`src/rtl/decode_stage_pkg.sv`:
```
// ----------------------------------------------------------------------------
// decode_stage_pkg
// RV32I decode definitions used by the decode stage.
// Contents:
//   opcode_t                  major opcode encodings (LUI .. SYSTEM)
//   rd_t/rs1_t/rs2_t          register index fields
//   funct3_t/funct7_t         function fields
//   inst_fmt_t                immediate format class
//   get_*_f                   field extraction helpers
//   is_legal_opcode_f         recognised major opcodes
//   inst_fmt_f / imm32_f      format selection and 32-bit immediate build
// ----------------------------------------------------------------------------
package decode_stage_pkg;

    localparam int INST_W = 32;

    typedef enum logic [6:0] {
        OPC_LOAD     = 7'b0000011,
        OPC_MISC_MEM = 7'b0001111,
        OPC_OP_IMM   = 7'b0010011,
        OPC_AUIPC    = 7'b0010111,
        OPC_STORE    = 7'b0100011,
        OPC_OP       = 7'b0110011,
        OPC_LUI      = 7'b0110111,
        OPC_BRANCH   = 7'b1100011,
        OPC_JALR     = 7'b1100111,
        OPC_JAL      = 7'b1101111,
        OPC_SYSTEM   = 7'b1110011
    } opcode_t;

    typedef logic [4:0] rd_t;
    typedef logic [4:0] rs1_t;
    typedef logic [4:0] rs2_t;
    typedef logic [2:0] funct3_t;
    typedef logic [6:0] funct7_t;

    typedef enum logic [2:0] {
        FMT_R,
        FMT_I,
        FMT_S,
        FMT_B,
        FMT_U,
        FMT_J,
        FMT_NONE
    } inst_fmt_t;

    function automatic logic [6:0] get_opcode_f(input logic [INST_W-1:0] inst);
        return inst[6:0];
    endfunction

    function automatic rd_t get_rd_f(input logic [INST_W-1:0] inst);
        return inst[11:7];
    endfunction

    function automatic funct3_t get_funct3_f(input logic [INST_W-1:0] inst);
        return inst[14:12];
    endfunction

    function automatic rs1_t get_rs1_f(input logic [INST_W-1:0] inst);
        return inst[19:15];
    endfunction

    function automatic rs2_t get_rs2_f(input logic [INST_W-1:0] inst);
        return inst[24:20];
    endfunction

    function automatic funct7_t get_funct7_f(input logic [INST_W-1:0] inst);
        return inst[31:25];
    endfunction

    function automatic logic is_legal_opcode_f(input logic [6:0] opc);
        logic legal;
        case (opc)
            OPC_LUI, OPC_AUIPC, OPC_JAL, OPC_JALR, OPC_BRANCH, OPC_LOAD,
            OPC_STORE, OPC_OP_IMM, OPC_OP, OPC_MISC_MEM, OPC_SYSTEM: legal = 1'b1;
            default:                                                  legal = 1'b0;
        endcase
        return legal;
    endfunction

    // MISC_MEM and SYSTEM carry I-type bit layouts, but this stage reports
    // no immediate for them, so they share the no-immediate class.
    function automatic inst_fmt_t inst_fmt_f(input logic [6:0] opc);
        inst_fmt_t fmt;
        case (opc)
            OPC_LUI, OPC_AUIPC:              fmt = FMT_U;
            OPC_OP_IMM, OPC_JALR, OPC_LOAD:  fmt = FMT_I;
            OPC_STORE:                       fmt = FMT_S;
            OPC_BRANCH:                      fmt = FMT_B;
            OPC_JAL:                         fmt = FMT_J;
            OPC_OP:                          fmt = FMT_R;
            default:                         fmt = FMT_NONE;
        endcase
        return fmt;
    endfunction

    // Every format's sign bit is inst[31], so the 32-bit result can be
    // widened later by a plain signed extension.
    function automatic logic [31:0] imm32_f(input logic [INST_W-1:0] inst,
                                            input inst_fmt_t        fmt);
        logic [31:0] imm;
        case (fmt)
            FMT_I:   imm = {{20{inst[31]}}, inst[31:20]};
            FMT_S:   imm = {{20{inst[31]}}, inst[31:25], inst[11:7]};
            FMT_B:   imm = {{19{inst[31]}}, inst[31], inst[7], inst[30:25],
                            inst[11:8], 1'b0};
            FMT_U:   imm = {inst[31:12], 12'b0};
            FMT_J:   imm = {{11{inst[31]}}, inst[31], inst[19:12], inst[20],
                            inst[30:21], 1'b0};
            default: imm = '0;
        endcase
        return imm;
    endfunction

endpackage

```
`src/rtl/decode_stage_lane.sv`:
```
// ----------------------------------------------------------------------------
// decode_lane
// Combinational decode of one 32-bit instruction.
// Ports:
//   inst_i     instruction
//   opcode_o   inst[6:0]
//   rd_o       inst[11:7]
//   funct3_o   inst[14:12]
//   rs1_o      inst[19:15]
//   rs2_o      inst[24:20]
//   funct7_o   inst[31:25]
//   immed_o    format-selected immediate, sign-extended to XLEN
//   illegal_o  unrecognised encoding (immed_o forced to 0)
// ----------------------------------------------------------------------------
module decode_lane
    import decode_stage_pkg::*;
#(
    parameter int XLEN = 32
) (
    input  logic [INST_W-1:0] inst_i,
    output logic [6:0]        opcode_o,
    output logic [4:0]        rd_o,
    output logic [2:0]        funct3_o,
    output logic [4:0]        rs1_o,
    output logic [4:0]        rs2_o,
    output logic [6:0]        funct7_o,
    output logic [XLEN-1:0]   immed_o,
    output logic              illegal_o
);

    inst_fmt_t   fmt;
    logic [31:0] imm32;

    always_comb begin
        opcode_o  = get_opcode_f(inst_i);
        rd_o      = get_rd_f(inst_i);
        funct3_o  = get_funct3_f(inst_i);
        rs1_o     = get_rs1_f(inst_i);
        rs2_o     = get_rs2_f(inst_i);
        funct7_o  = get_funct7_f(inst_i);
        illegal_o = (inst_i[1:0] != 2'b11) || !is_legal_opcode_f(inst_i[6:0]);
        fmt       = inst_fmt_f(inst_i[6:0]);
        imm32     = illegal_o ? 32'd0 : imm32_f(inst_i, fmt);
        immed_o   = XLEN'($signed(imm32));
    end

endmodule

```
`src/rtl/decode_stage.sv`:
```
// ----------------------------------------------------------------------------
// decode_stage
// Registered RISC-V decode stage between the fetch buffer and issue.
// Decodes LANES instructions per beat and carries the beat PC.
// Ports:
//   clk_i, rst_i              clock, synchronous active-high reset
//   flush_i                   drop every held beat
//   in_valid_i / in_ready_o   upstream handshake; inst_i (lane 0 in [31:0]), pc_i
//   out_valid_o / out_ready_i downstream handshake
//   pc_o, opcode_o, rd_o, funct3_o, rs1_o, rs2_o, funct7_o, immed_o,
//   illegal_o                 registered decode results, lane-packed
// Build option:
//   DECODE_STAGE_SKID_EN      adds a one-entry skid buffer so in_ready_o comes
//                             from a flop instead of from out_ready_i.
// ----------------------------------------------------------------------------
module decode_stage
    import decode_stage_pkg::*;
#(
    parameter int XLEN       = 32,
    parameter int LANES      = 1,
    parameter int ADDR_WIDTH = 32
) (
    input  logic                    clk_i,
    input  logic                    rst_i,
    input  logic                    flush_i,
    input  logic                    in_valid_i,
    output logic                    in_ready_o,
    input  logic [LANES*32-1:0]     inst_i,
    input  logic [ADDR_WIDTH-1:0]   pc_i,
    output logic                    out_valid_o,
    input  logic                    out_ready_i,
    output logic [ADDR_WIDTH-1:0]   pc_o,
    output logic [LANES*7-1:0]      opcode_o,
    output logic [LANES*5-1:0]      rd_o,
    output logic [LANES*3-1:0]      funct3_o,
    output logic [LANES*5-1:0]      rs1_o,
    output logic [LANES*5-1:0]      rs2_o,
    output logic [LANES*7-1:0]      funct7_o,
    output logic [LANES*XLEN-1:0]   immed_o,
    output logic [LANES-1:0]        illegal_o
);

    localparam int LANE_W = 7 + 5 + 3 + 5 + 5 + 7 + XLEN + 1;
    localparam int BEAT_W = ADDR_WIDTH + LANES * LANE_W;

    logic [LANES*7-1:0]    dec_opcode;
    logic [LANES*5-1:0]    dec_rd;
    logic [LANES*3-1:0]    dec_funct3;
    logic [LANES*5-1:0]    dec_rs1;
    logic [LANES*5-1:0]    dec_rs2;
    logic [LANES*7-1:0]    dec_funct7;
    logic [LANES*XLEN-1:0] dec_immed;
    logic [LANES-1:0]      dec_illegal;

    for (genvar l = 0; l < LANES; l++) begin : g_lane
        decode_lane #(.XLEN(XLEN)) u_decode_lane (
            .inst_i    (inst_i[l*INST_W +: INST_W]),
            .opcode_o  (dec_opcode[l*7 +: 7]),
            .rd_o      (dec_rd[l*5 +: 5]),
            .funct3_o  (dec_funct3[l*3 +: 3]),
            .rs1_o     (dec_rs1[l*5 +: 5]),
            .rs2_o     (dec_rs2[l*5 +: 5]),
            .funct7_o  (dec_funct7[l*7 +: 7]),
            .immed_o   (dec_immed[l*XLEN +: XLEN]),
            .illegal_o (dec_illegal[l])
        );
    end

    // The whole beat moves as one vector so the output and skid registers
    // stay a single load each.
    logic [BEAT_W-1:0] dec_beat;
    logic [BEAT_W-1:0] out_q;
    logic [BEAT_W-1:0] out_n;
    logic              out_valid_q;
    logic              out_valid_n;
    logic              accept;

    assign dec_beat = {pc_i, dec_opcode, dec_rd, dec_funct3, dec_rs1, dec_rs2,
                       dec_funct7, dec_immed, dec_illegal};

    assign {pc_o, opcode_o, rd_o, funct3_o, rs1_o, rs2_o, funct7_o, immed_o,
            illegal_o} = out_q;

    assign out_valid_o = out_valid_q;
    assign accept      = in_valid_i && in_ready_o;

`ifdef DECODE_STAGE_SKID_EN

    logic              skid_valid_q;
    logic              skid_valid_n;
    logic [BEAT_W-1:0] skid_q;
    logic [BEAT_W-1:0] skid_n;
    logic              ready_q;
    logic              out_free;

    // ready_q always mirrors !skid_valid_q; rst_i masks it so the port
    // reads 0 throughout reset and 1 straight after release.
    assign in_ready_o = ready_q && !rst_i;
    assign out_free   = !out_valid_q || out_ready_i;

    // An accept can only happen with the skid empty, so the skid never has
    // to be refilled in the same cycle it drains.
    always_comb begin
        out_valid_n  = out_valid_q;
        out_n        = out_q;
        skid_valid_n = skid_valid_q;
        skid_n       = skid_q;
        if (flush_i) begin
            out_valid_n  = 1'b0;
            skid_valid_n = 1'b0;
        end else if (out_free) begin
            if (skid_valid_q) begin
                out_valid_n  = 1'b1;
                out_n        = skid_q;
                skid_valid_n = 1'b0;
            end else if (accept) begin
                out_valid_n = 1'b1;
                out_n       = dec_beat;
            end else begin
                out_valid_n = 1'b0;
            end
        end else if (accept) begin
            skid_valid_n = 1'b1;
            skid_n       = dec_beat;
        end
    end

    always_ff @(posedge clk_i) begin
        if (rst_i) begin
            out_valid_q  <= 1'b0;
            out_q        <= '0;
            skid_valid_q <= 1'b0;
            skid_q       <= '0;
            ready_q      <= 1'b1;
        end else begin
            out_valid_q  <= out_valid_n;
            out_q        <= out_n;
            skid_valid_q <= skid_valid_n;
            skid_q       <= skid_n;
            ready_q      <= !skid_valid_n;
        end
    end

`else

    assign in_ready_o = (!out_valid_q || out_ready_i) && !rst_i;

    // The held beat is only replaced on accept; a stalled output blocks
    // accept through in_ready_o, which keeps the outputs stable.
    always_comb begin
        out_valid_n = out_valid_q;
        out_n       = out_q;
        if (flush_i) begin
            out_valid_n = 1'b0;
        end else if (accept) begin
            out_valid_n = 1'b1;
            out_n       = dec_beat;
        end else if (out_ready_i) begin
            out_valid_n = 1'b0;
        end
    end

    always_ff @(posedge clk_i) begin
        if (rst_i) begin
            out_valid_q <= 1'b0;
            out_q       <= '0;
        end else begin
            out_valid_q <= out_valid_n;
            out_q       <= out_n;
        end
    end

`endif

endmodule

```
`config.mk`:
```
export PLATFORM = sky130hd
export DESIGN_NAME = decode_stage
export DESIGN_NICKNAME = d
export VERILOG_FILES = /design/src/rtl/decode_stage_pkg.sv /design/src/rtl/decode_stage_lane.sv /design/src/rtl/decode_stage.sv
export SDC_FILE = /design/constraint.sdc
export NUM_CORES = 1
export LEC_CHECK = 0
export CORE_UTILIZATION = 42
export DETAILED_ROUTE_END_ITERATION = 8
export PLACE_DENSITY = 0.85
export SLEW_MARGIN = 20
export SYNTH_ARGS = -nofsm -noshare
export SYNTH_HDL_FRONTEND = slang
export SYNTH_SLANG_ARGS = --single-unit
```
`constraint.sdc`:
```
create_clock -name clk_i -period 2.38 [get_ports clk_i]
set_clock_uncertainty 0.2 [all_clocks]
set_input_delay 0.476 -clock clk_i [delete_from_list [all_inputs] [get_ports clk_i]]
set_output_delay 0.476 -clock clk_i [all_outputs]
set_load 0.005 [all_outputs]
```
* After elaboration in Yosys (flattened, before gate mapping)
Index checks and enable logic that the tools add are counted.
** Cells by class
- Bitwise logic cells :: 1
- Equal/unequal tests :: 17
- Reductions and logical operators :: 13
- Multiplexer cells :: 6
** Operators with widths (number)
- case mux 32 bit (5 select lines) :: 1
- 2-to-1 mux 32 bit :: 1
- equality test 7 bit, second input constant :: 4
- equality test 7 x 6 -> 1 bit, second input constant :: 3
- case mux 3 bit (6 select lines) :: 1
- equality test 7 x 5 -> 1 bit, second input constant :: 2
- OR reduction 11 bit :: 1
- equality test 7 x 2 -> 1 bit, second input constant :: 1
- equality test 7 x 4 -> 1 bit, second input constant :: 1
- equality test 3 x 2 -> 1 bit, second input constant :: 2
- equality test 3 bit, second input constant :: 2
- OR reduction 2 bit :: 2
- equality test 3 x 1 -> 1 bit, second input constant :: 1
- logical NOT 1 bit :: 3
- 2-to-1 mux 1 bit :: 3
- OR reduction 3 bit :: 1
- logical AND 1 bit :: 2
- logical OR 1 bit :: 2
- != test 2 bit, second input constant :: 1
- AND reduction 2 bit :: 1
- nonzero test 2 bit :: 1
- NOT 1 bit :: 1
** Storage, ports and cells
- Output and inout bits :: 99
- Flip-flop bits (word level) :: 98
- Logic and storage cells :: 39
- Input bits :: 69

* Longest topological paths before layout
Gate-level depths: netlist (run 1).
- Word-level depth :: 6
- Mapped depth :: 7
- Mapped depth without buffers :: 5

* Modules after synthesis
A second synthesis (run 1) with hierarchy kept.
** Unflattened totals
- Cells, all modules :: 554
- Area total of the unflattened synthesis :: 4966.0 um^2
** Modules (own cells, without submodules)
- decode_stage :: times used 1, area each 4209.0 um^2, cells an instance 449, sequential area each 1961.9 um^2
- decode_lane :: times used 1, area each 757.0 um^2, cells an instance 105, sequential area each 0.0 um^2

* Least setup slack after synthesis (run 1)
OpenSTA, ideal clock, no wires.
- Kind :: input -> register
- Start point :: in inst_i[5]
- End point :: reg out_q[22]
- Stages :: 7
- Library setup time :: 0.070 ns
- Required time :: 2.110 ns
- Buffers on the path :: 2
- Setup slack :: 0.388 ns
- Arrival :: 1.722 ns
- Cells stage by stage :: buf_6 > or4_4 > inv_2 > o211ai_2 > buf_6 > a21o_1 > a21oi_2
** On the way
- Cells in the longest elaborated chain, start to end :: 6
- Elaborated cells on any way between the ends :: 25
- Those cells by class :: eq/ne (16); mux (4); reduce/logical (5)
** RTL lines
- from (decl) :: line decode_stage.sv:28 : input logic [LANES*32-1:0] inst_i,
- equality test 7 x 5 -> 1 bit, or another cell as far along :: line decode_stage_pkg.sv:73, decode_stage_pkg.sv:85
- OR reduction 3 bit, or another cell as far along :: line decode_stage_pkg.sv:85 : case (opc)
- case mux 3 bit (6 select lines) or 2-to-1 mux 1 bit (tied branches) :: line decode_stage_pkg.sv:85, decode_stage_pkg.sv:73
- equality test 3 bit, or another cell as far along :: line decode_stage_pkg.sv:102 : case (fmt)
- case mux 32 bit (5 select lines) or logical OR 1 bit (tied branches) :: line decode_stage_pkg.sv:102, decode_stage_lane.sv:41
- 2-to-1 mux 32 bit * :: line decode_stage_lane.sv:43 : imm32 = illegal_o ? 32'd0 : imm32_f(inst_i, fmt);
- to (signal assigned) :: line decode_stage.sv:169 : out_q <= out_n;
- to (decl) :: line decode_stage.sv:72 : logic [BEAT_W-1:0] out_q;
Every way passes the cells marked *; elsewhere a longest branch is shown, timed or not.
A chain may end at the register's enable or synchronous reset.

* Worst setup path after layout (run 1)
- Start point :: in inst_i[6]
- End point :: reg out_q[27]
Same word-level chain as after synthesis.

==> results.cfg, run 1 <==
[route]
drt_iter0_markers = 175
num_vias = 3960
ant_nets = 0
post_drt_wl_per_cell_um = 15.3
viasPerCell = 5.20
first_pass_iters = 8
routed_wl_um = 11700
route.detailed.drc = 30

[placed_design]
dp_hpwl_um = 8760
gp_congestion = 0.895
io_buffer_count = 167
place_inst = 746
place_area_um2 = 5800

[worst_setup_path]
crit_path_cell_trace = clkdlybuf4s50_1, or4_4, inv_2, o211ai_2, a21o_1, a21oi_2
slowest_stage = or4_4
r2r-start = out_valid_o
path_class = in2reg
cp_num_buf_inv = 2
rrSetupSlack_ns = 0.57
startpoint_type = input pin
cp.arrival_ns = 2.40
critPathLaunch = inst_i[6]
crit_family = buffers and inverters
cp_slowest_stage_delay_ns = 0.61
cp-end-kind = flip-flop
r2r-end = out_q[55]
endpoint = out_q[27]
worstPathRequired_ns = 2.47
crit_cells = 6
path_max_fanout = 11
worst_r2r_path_depth = 6

[power_and_ir_drop]
p_int_uw = 2340
powerDensity_nw_per_um2 = 521
power.switching_uw = 780
ir_drop_v = 0.000324
power.leakage_uw = 0.00205
p_clk_share_pct = 31.5
power_frac_seq_pct = 54.6
swShare_pct = 25.0
power_frac_comb_pct = 13.9

[finish]
seqCellArea_um2 = 1960
fin_util_pct = 67.9
area_growth_pct = 55.6
final_common_cell = clkdlybuf4s50_1
final_nets = 718
mostFrequentLayoutCells = 166 x clkdlybuf4s50_1, 154 x nand2_1, 98 x dfxtp_1
multiInputGateArea_um2 = 1730
fill_cells = 715
final_cells = 762
fin_area_um2 = 5980
drive_gt1_share_pct = 11.2
n_antenna_cell = 0

[grt]
grt_max_degree = 50
overflow = 0
grt_util_all_layers_pct = 24.7
met2_usage_pct = 43.5
grt-busiest-layer = met2
grt_util_met3_pct = 4.68
grt_pass1_vias = 3951
antenna_found_initial = 0
grt_first_pass_wirelength_um = 19000
grt_util_met1_pct = 29.9

[hold_path]
min-delay-start = out_q[71]
hold_class = reg2reg

[logic_synthesis]
ys_seq_elements = 98
ys_types = 42
ys_warn_count = 0
synth-edff-count = 0
postSynth.topFlopCell = dfxtp_1
syn-num-nets = 539
mappedNetlistArea_um2 = 3840
synth.avg_cell_area_um2 = 8.18
synthCells = 470
ys_async_sr_fraction_pct = 0
ys_seq_area_share_pct = 51.0

[clock_tree]
insertion_delay_ns = 0.34
holdBufCountCts = 0
cts_tree = done
cts_sinks = 98
cts_buffers = 9
root_buffer = clkbuf_8
h-tree-depth = 3
clockBufferDepth = 2
post_cts_buffers = 0
cts_resized = 0
cts.clk_slew.worst_paths_ns = 0.09

[die]
core_um2 = 8810
dieWidth_um = 97.7
die_h_um = 97.7
dieArea_um2 = 9540
start_util_pct = 43.6
pin_count = 168
row_count = 34

[run_status]
run_status = finished, violations left
violations = DRC

[sta]
fin_crit_sh_pct = 97.0
tightest_slew_ns = 0.714
period_minus_slack_ns = 2.31
setup_violations = 0
timing.slew.headroom_pct = 52.2
maxSlewViolCount = 0
rsz0062_at_grt = no
fmax_mhz = 433
hold_viol_final = 0

[job]
maxCapViolations = 0
-- registers in the layout, indices dropped and copies added, names as in the netlist --
| register | count |
|---|---|
| out_valid_o | 1 |
| out_q | 97 |
-- how the worst min path moves through the flow --
stage | to | slack, ns | depth (start not counted)
final | out_q[71] | 0.26 | 2
after global routing | out_q[92] | 0.27 | 2
after CTS | out_q[90] | 0.26 | 2
after detailed placement | out_q[90] | 0.25 | 2
after global placement | out_q[43] | 0.24 | 2
after floorplan | out_q[21] | 0.25 | 2
-- stage by stage --
stage / power [µW] / setup slack (ns) / hold WS [ns] / TNS [ns]
after floorplan: 1890 / 0.388 / 0.248 / 0
after global placement: 2160 / -0.175 / 0.241 / -3.67
after detailed placement: 2170 / -0.263 / 0.246 / -6.40
after CTS: 3140 / 0.0948 / 0.258 / 0
after global routing: 3250 / 0.00405 / 0.275 / 0
final: 3120 / 0.0721 / 0.257 / 0
-- cell usage after synthesis, types with 2 or more instances --
master	count	area, µm²
a21o_1	11	82.6
a21oi_1	79	395
a21oi_2	11	96.3
a221oi_1	5	43.8
a22oi_1	6	45.0
a2bb2oi_1	2	17.5
buf_1	3	11.3
buf_2	6	30.0
buf_4	2	15.0
buf_6	2	22.5
clkbuf_1	22	82.6
dfxtp_1	98	1960
inv_1	2	7.51
nand2_1	154	578
nand2b_1	3	18.8
nand3_1	2	10.0
nand4b_1	2	17.5
nor2_1	18	67.6
nor2b_1	3	18.8
nor3_1	6	30.0
nor3_2	2	20.0
o21a_1	2	15.0
o21ai_0	2	10.0
o2bb2ai_1	9	78.8
-- power by group through the flow --
stage	clock, µW	sequential [µW]	combinational, µW
floorplan	0	1740	145
global placement	0	1740	421
detailed placement	0	1740	431
CTS	1000	1700	434
global route	1070	1710	467
finish	984	1700	433
-- layout make-up --
class | count | area share (%)
clock inverter | 5 | 0.628
multi-input combinational | 334 | 28.9
clock buffer | 11 | 2.36
tap | 108 | 2.26
timing repair buffer | 203 | 32.9
sequential | 98 | 32.8
inverter | 3 | 0.188
-- worst reg2reg max path: cells and delay by family, from the launching register on --
family	cells	cell delay, ns
AND/OR/NAND/NOR	3	0.41
buffers and inverters	2	0.62
AO/OA/AOI/OAI	1	0.17
flip-flops	1	0.37
-- per-layer routing --
layer / vias up / share of wire [%]
met3: 18 / 6.8
met5: - / 0
met4: 0 / 1.7
li1: 1936 / -
met2: 151 / 51
met1: 1855 / 41
-- cells by family (layout without fill, tap and decap cells) --
kind of cell | count (synthesis) | in the layout | share of synthesized area (%)
flops | 98 | 98 | 51.0
compound gates | 135 | 135 | 22.7
simple gates | 198 | 198 | 21.5
xor+xnor | 1 | 1 | 0.228
buf+inv | 38 | 222 | 4.49
(Power assumes the default switching activity.)
==> run 2, diff against run 1 <==
--- a/config.mk
+++ b/config.mk
@@ -5,6 +5,7 @@
 export SDC_FILE = /design/constraint.sdc
 export NUM_CORES = 1
 export LEC_CHECK = 0
+export CORE_MARGIN = 8
 export CORE_UTILIZATION = 42
 export DETAILED_ROUTE_END_ITERATION = 8
 export PLACE_DENSITY = 0.85
==> run 2 against run 1 <==
Critical path type is now in2out. Design area is 0.61% higher. The flow now finishes without violations. Sequential share of layout area is 0.20 points lower. Critical endpoint is now in_ready_o. Cell count is 0.39% higher. Highest routed layer unchanged. Clock power is 7% higher.
==> results.cfg, run 2 (synthesis gave the netlist of run 1 again) <==
[die]
pin_count = 168
start_util_pct = 42.4
dieWidth_um = 112
core_um2 = 9060
row_count = 35
dieArea_um2 = 12500
die_h_um = 112

[clock_tree]
cts_tree = done
cts_sinks = 98
cts_buffers = 9
root_buffer = clkbuf_8
cts_resized = 0
holdBufCountCts = 0
h-tree-depth = 3
post_cts_buffers = 0
insertion_delay_ns = 0.34
clockBufferDepth = 2
cts.clk_slew.worst_paths_ns = 0.08

[route]
post_drt_wl_per_cell_um = 16.4
routed_wl_um = 12600
num_vias = 3845
first_pass_iters = 4
route.detailed.drc = 0
viasPerCell = 5.03
ant_nets = 0
drt_iter0_markers = 215

[grt]
grt_pass1_vias = 3887
antenna_found_initial = 0
grt_first_pass_wirelength_um = 20600
grt_max_degree = 41
grt_util_all_layers_pct = 20.1
overflow = 0

[worst_setup_path]
cp-end-kind = primary output
path_max_fanout = 2
rrSetupSlack_ns = 0.61
worstPathRequired_ns = 1.70
cp.arrival_ns = 1.61
startpoint_type = input pin
path_class = in2out

[sta]
fin_crit_sh_pct = 96.0
hold_ws_ns = 0.255
fmax_mhz = 438
finalWorstSetupSlack_ns = 0.0960
timing.slew.headroom_pct = 52.8
rsz0062_at_grt = no
hold_viol_final = 0
setup_violations = 0
period_minus_slack_ns = 2.28
tightest_slew_ns = 0.706
maxSlewViolCount = 0

[finish]
fill_cells = 763
drive_gt1_share_pct = 11.2
final_common_cell = clkdlybuf4s50_1
seqCellArea_um2 = 1960
multiInputGateArea_um2 = 1730
top_register = out_q
largest_reg_flops = 97
n_antenna_cell = 0
area_growth_pct = 56.5
final_nets = 719
fin_util_pct = 66.4
mostFrequentLayoutCells = 166 x clkdlybuf4s50_1, 154 x nand2_1, 98 x dfxtp_1

[power_and_ir_drop]
p_int_uw = 2420
power.switching_uw = 773
ir_drop_v = 0.000403
p_clk_share_pct = 32.9
powerDensity_nw_per_um2 = 530
power_frac_seq_pct = 53.4
finalPower_uw = 3190
power_frac_comb_pct = 13.7
swShare_pct = 24.3
power.leakage_uw = 0.00207

[hold_path]
hold_class = reg2reg

[job]
maxCapViolations = 0

[placed_design]
gp_congestion = 0.893
io_buffer_count = 167
pre_cts_ws_ns = -0.155
dp_hpwl_um = 9620

[run_status]
run_status = completed
run 2: cell types whose count changed in the layout (fill, tap and decap cells not counted), sizes merged:
cell	previous run	this run
clkbuf	11	10
buf	37	38
bufinv	0	1
clkinvlp	2	1
run 2: final timing paths:
check | startpoint | end | cells after the start
min reg2reg | out_q[76] | out_q[76] | 2
max | out_ready_i | in_ready_o | 4
max reg2reg | out_valid_o | out_q[20] | 6
min | out_q[76] | out_q[76] | 2
run 2: worst max-delay path, stage by stage:
cell,delay [ns]
clkdlybuf4s50_1,0.47
nor2b_1,0.06
nor2_1,0.08
clkdlybuf4s50_1,0.53
run 2: metrics by stage:
step | TNS [ns] | cells | instance area (µm²)
6_report | 0 | 765 | 6020
5_1_grt | 0 | 765 | 6020
4_1_cts | 0 | 765 | 6020
3_5_place_dp | -2.93 | 750 | 5820
3_3_place_gp | -1.88 | 750 | 5820
2_1_floorplan | 0 | 470 | 3840
run 2: power groups by stage:
stage | clock (µW) | combinational, µW | sequential, µW
2_1_floorplan | 0 | 145 | 1740
6_report | 1050 | 438 | 1700
3_3_place_gp | 0 | 429 | 1740
5_1_grt | 1150 | 473 | 1710
4_1_cts | 1080 | 440 | 1700
3_5_place_dp | 0 | 438 | 1740
run 2: final cells by class:
| cell class | instances | area share [%] |
|---|---|---|
| clock buffer | 10 | 2.12 |
| clock inverter | 5 | 1.06 |
| inverter | 3 | 0.187 |
| multi-input combinational | 334 | 28.7 |
| sequential | 98 | 32.6 |
| tap | 111 | 2.31 |
| timing repair buffer | 204 | 33.0 |
run 2: routing by layer:
layer  share of wire [%]  routed length, µm  global-route usage [%]
met1                  42               5300                    23.5
met2                  47               5880                    33.1
met3                 9.0               1130                    7.63
met4                 2.0                249                    6.38
met5                   0                  0                       0
==> run 3, diff against run 2 <==
--- a/config.mk
+++ b/config.mk
@@ -5,10 +5,12 @@
 export SDC_FILE = /design/constraint.sdc
 export NUM_CORES = 1
 export LEC_CHECK = 0
+export ABC_CLOCK_PERIOD_IN_PS = 2380
 export CORE_MARGIN = 8
 export CORE_UTILIZATION = 42
 export DETAILED_ROUTE_END_ITERATION = 8
 export PLACE_DENSITY = 0.85
+export RECOVER_POWER = 25
 export SLEW_MARGIN = 20
 export SYNTH_ARGS = -nofsm -noshare
 export SYNTH_HDL_FRONTEND = slang
==> run 3 against run 2 <==
Die area stayed put. Clock power hardly changed. Cell count stayed put. Count of clock-buffer cells in the layout stayed put. Power is 0.38% lower. Worst hold slack worse by 0.0028 ns. Largest cell class unchanged.
==> results.cfg, run 3 (synthesis gave the netlist of run 1 again) <==
[run_status]
run_status = completed

[hold_path]
hold_class = reg2reg

[placed_design]
place_inst = 750
dp_hpwl_um = 9620
pre_cts_ws_ns = -0.155
gp_congestion = 0.893
io_buffer_count = 167

[worst_setup_path]
startpoint_type = input pin
worstPathRequired_ns = 1.70
cp-end-kind = primary output
slowest_stage = clkdlybuf4s50_1
cpMostUsedCell = clkdlybuf4s50_1
cp.arrival_ns = 1.61
path_class = in2out
path_max_fanout = 2
crit_path_cell_trace = clkdlybuf4s50_1, nor2b_1, nor2_1, clkdlybuf4s50_1
cp_slowest_stage_delay_ns = 0.52

[clock_tree]
post_cts_buffers = 0
insertion_delay_ns = 0.34
holdBufCountCts = 0
clockBufferDepth = 2
cts_resized = 0
root_buffer = clkbuf_8
cts.clk_slew.worst_paths_ns = 0.08
h-tree-depth = 3
cts_buffers = 9
cts_sinks = 98
cts_tree = done

[grt]
overflow = 0
antenna_found_initial = 0
grt_util_all_layers_pct = 20.1
grt_first_pass_wirelength_um = 20600
grt_pass1_vias = 3887
grt_max_degree = 41

[die]
core_um2 = 9060
dieArea_um2 = 12500
die_h_um = 112
start_util_pct = 42.4
row_count = 35
pin_count = 168
dieWidth_um = 112

[finish]
final_common_cell = nand2_1
multiInputGateArea_um2 = 1730
drive_gt1_share_pct = 11.0
mostFrequentLayoutCells = 154 x nand2_1, 118 x clkdlybuf4s50_1, 98 x dfxtp_1
final_nets = 719
fill_cells = 765
final_cells = 765
seqCellArea_um2 = 1960
largest_reg_flops = 97
top_register = out_q
n_antenna_cell = 0
area_growth_pct = 56.4
fin_util_pct = 66.3

[route]
first_pass_iters = 5
route.detailed.drc = 0
post_drt_wl_per_cell_um = 16.5
routed_wl_um = 12600
viasPerCell = 5.07
drt_iter0_markers = 220
ant_nets = 0
num_vias = 3875

[sta]
tightest_slew_ns = 0.700
maxSlewViolCount = 0
fmax_mhz = 438
rsz0062_at_grt = no
setup_violations = 0
finalWorstSetupSlack_ns = 0.0962
setup_tns_ns = 0
hold_ws_ns = 0.252
timing.slew.headroom_pct = 53.1
period_minus_slack_ns = 2.28
hold_viol_final = 0
fin_crit_sh_pct = 96.0

[job]
maxCapViolations = 0

[power_and_ir_drop]
powerDensity_nw_per_um2 = 528
power.leakage_uw = 0.00222
ir_drop_v = 0.000401
## run 3: cell types whose count changed in the layout (fill, tap and decap cells not counted)
cell / change
clkdlybuf4s50_1: -48
dlygate4sd3_1: +48
clkbuf_1: +1
buf_4: -1
## run 3: path summary, 6_finish.rpt
| path | startpoint | slack (ns) | endpoint | cells after the start |
|---|---|---|---|---|
| max | out_ready_i | 0.1 | in_ready_o | 4 |
| min | out_q[76] | 0.25 | out_q[76] | 2 |
| max reg2reg | out_valid_o | 0.61 | out_q[12] | 6 |
| min reg2reg | out_q[76] | 0.25 | out_q[76] | 2 |
## run 3: stage by stage
stage	total power, µW	area [µm²]
floorplan	1890	3840
global placement	2170	5820
detailed placement	2180	5820
CTS	3220	6020
global route	3320	6010
finish	3180	6010
## run 3: area by class of cell
type	count	area share, %
Clock buffer	10	2.12
Clock inverter	5	1.06
Inverter	3	0.187
Multi-Input combinational cell	334	28.7
Sequential cell	98	32.6
Tap cell	111	2.31
Timing Repair Buffer	204	32.9
## run 3: worst max-delay path: cells and delay by family
kind | cells | cell delay [ns]
AND/OR/NAND/NOR | 2 | 0.14
buffers and inverters | 2 | 0.99
## run 3: power by group
part	switching, µW	internal, µW
Clock	558	488
Sequential	19.8	1680
Combinational	193	237
Total	771	2410
## run 3: layer usage
metal | routed length, µm | vias to the layer above | track usage (%)
li1 | - | 1934 | -
met1 | 5300 | 1779 | 23.5
met2 | 5920 | 142 | 33.1
met3 | 1120 | 20 | 7.63
met4 | 261 | 0 | 6.38
met5 | 0 | - | 0
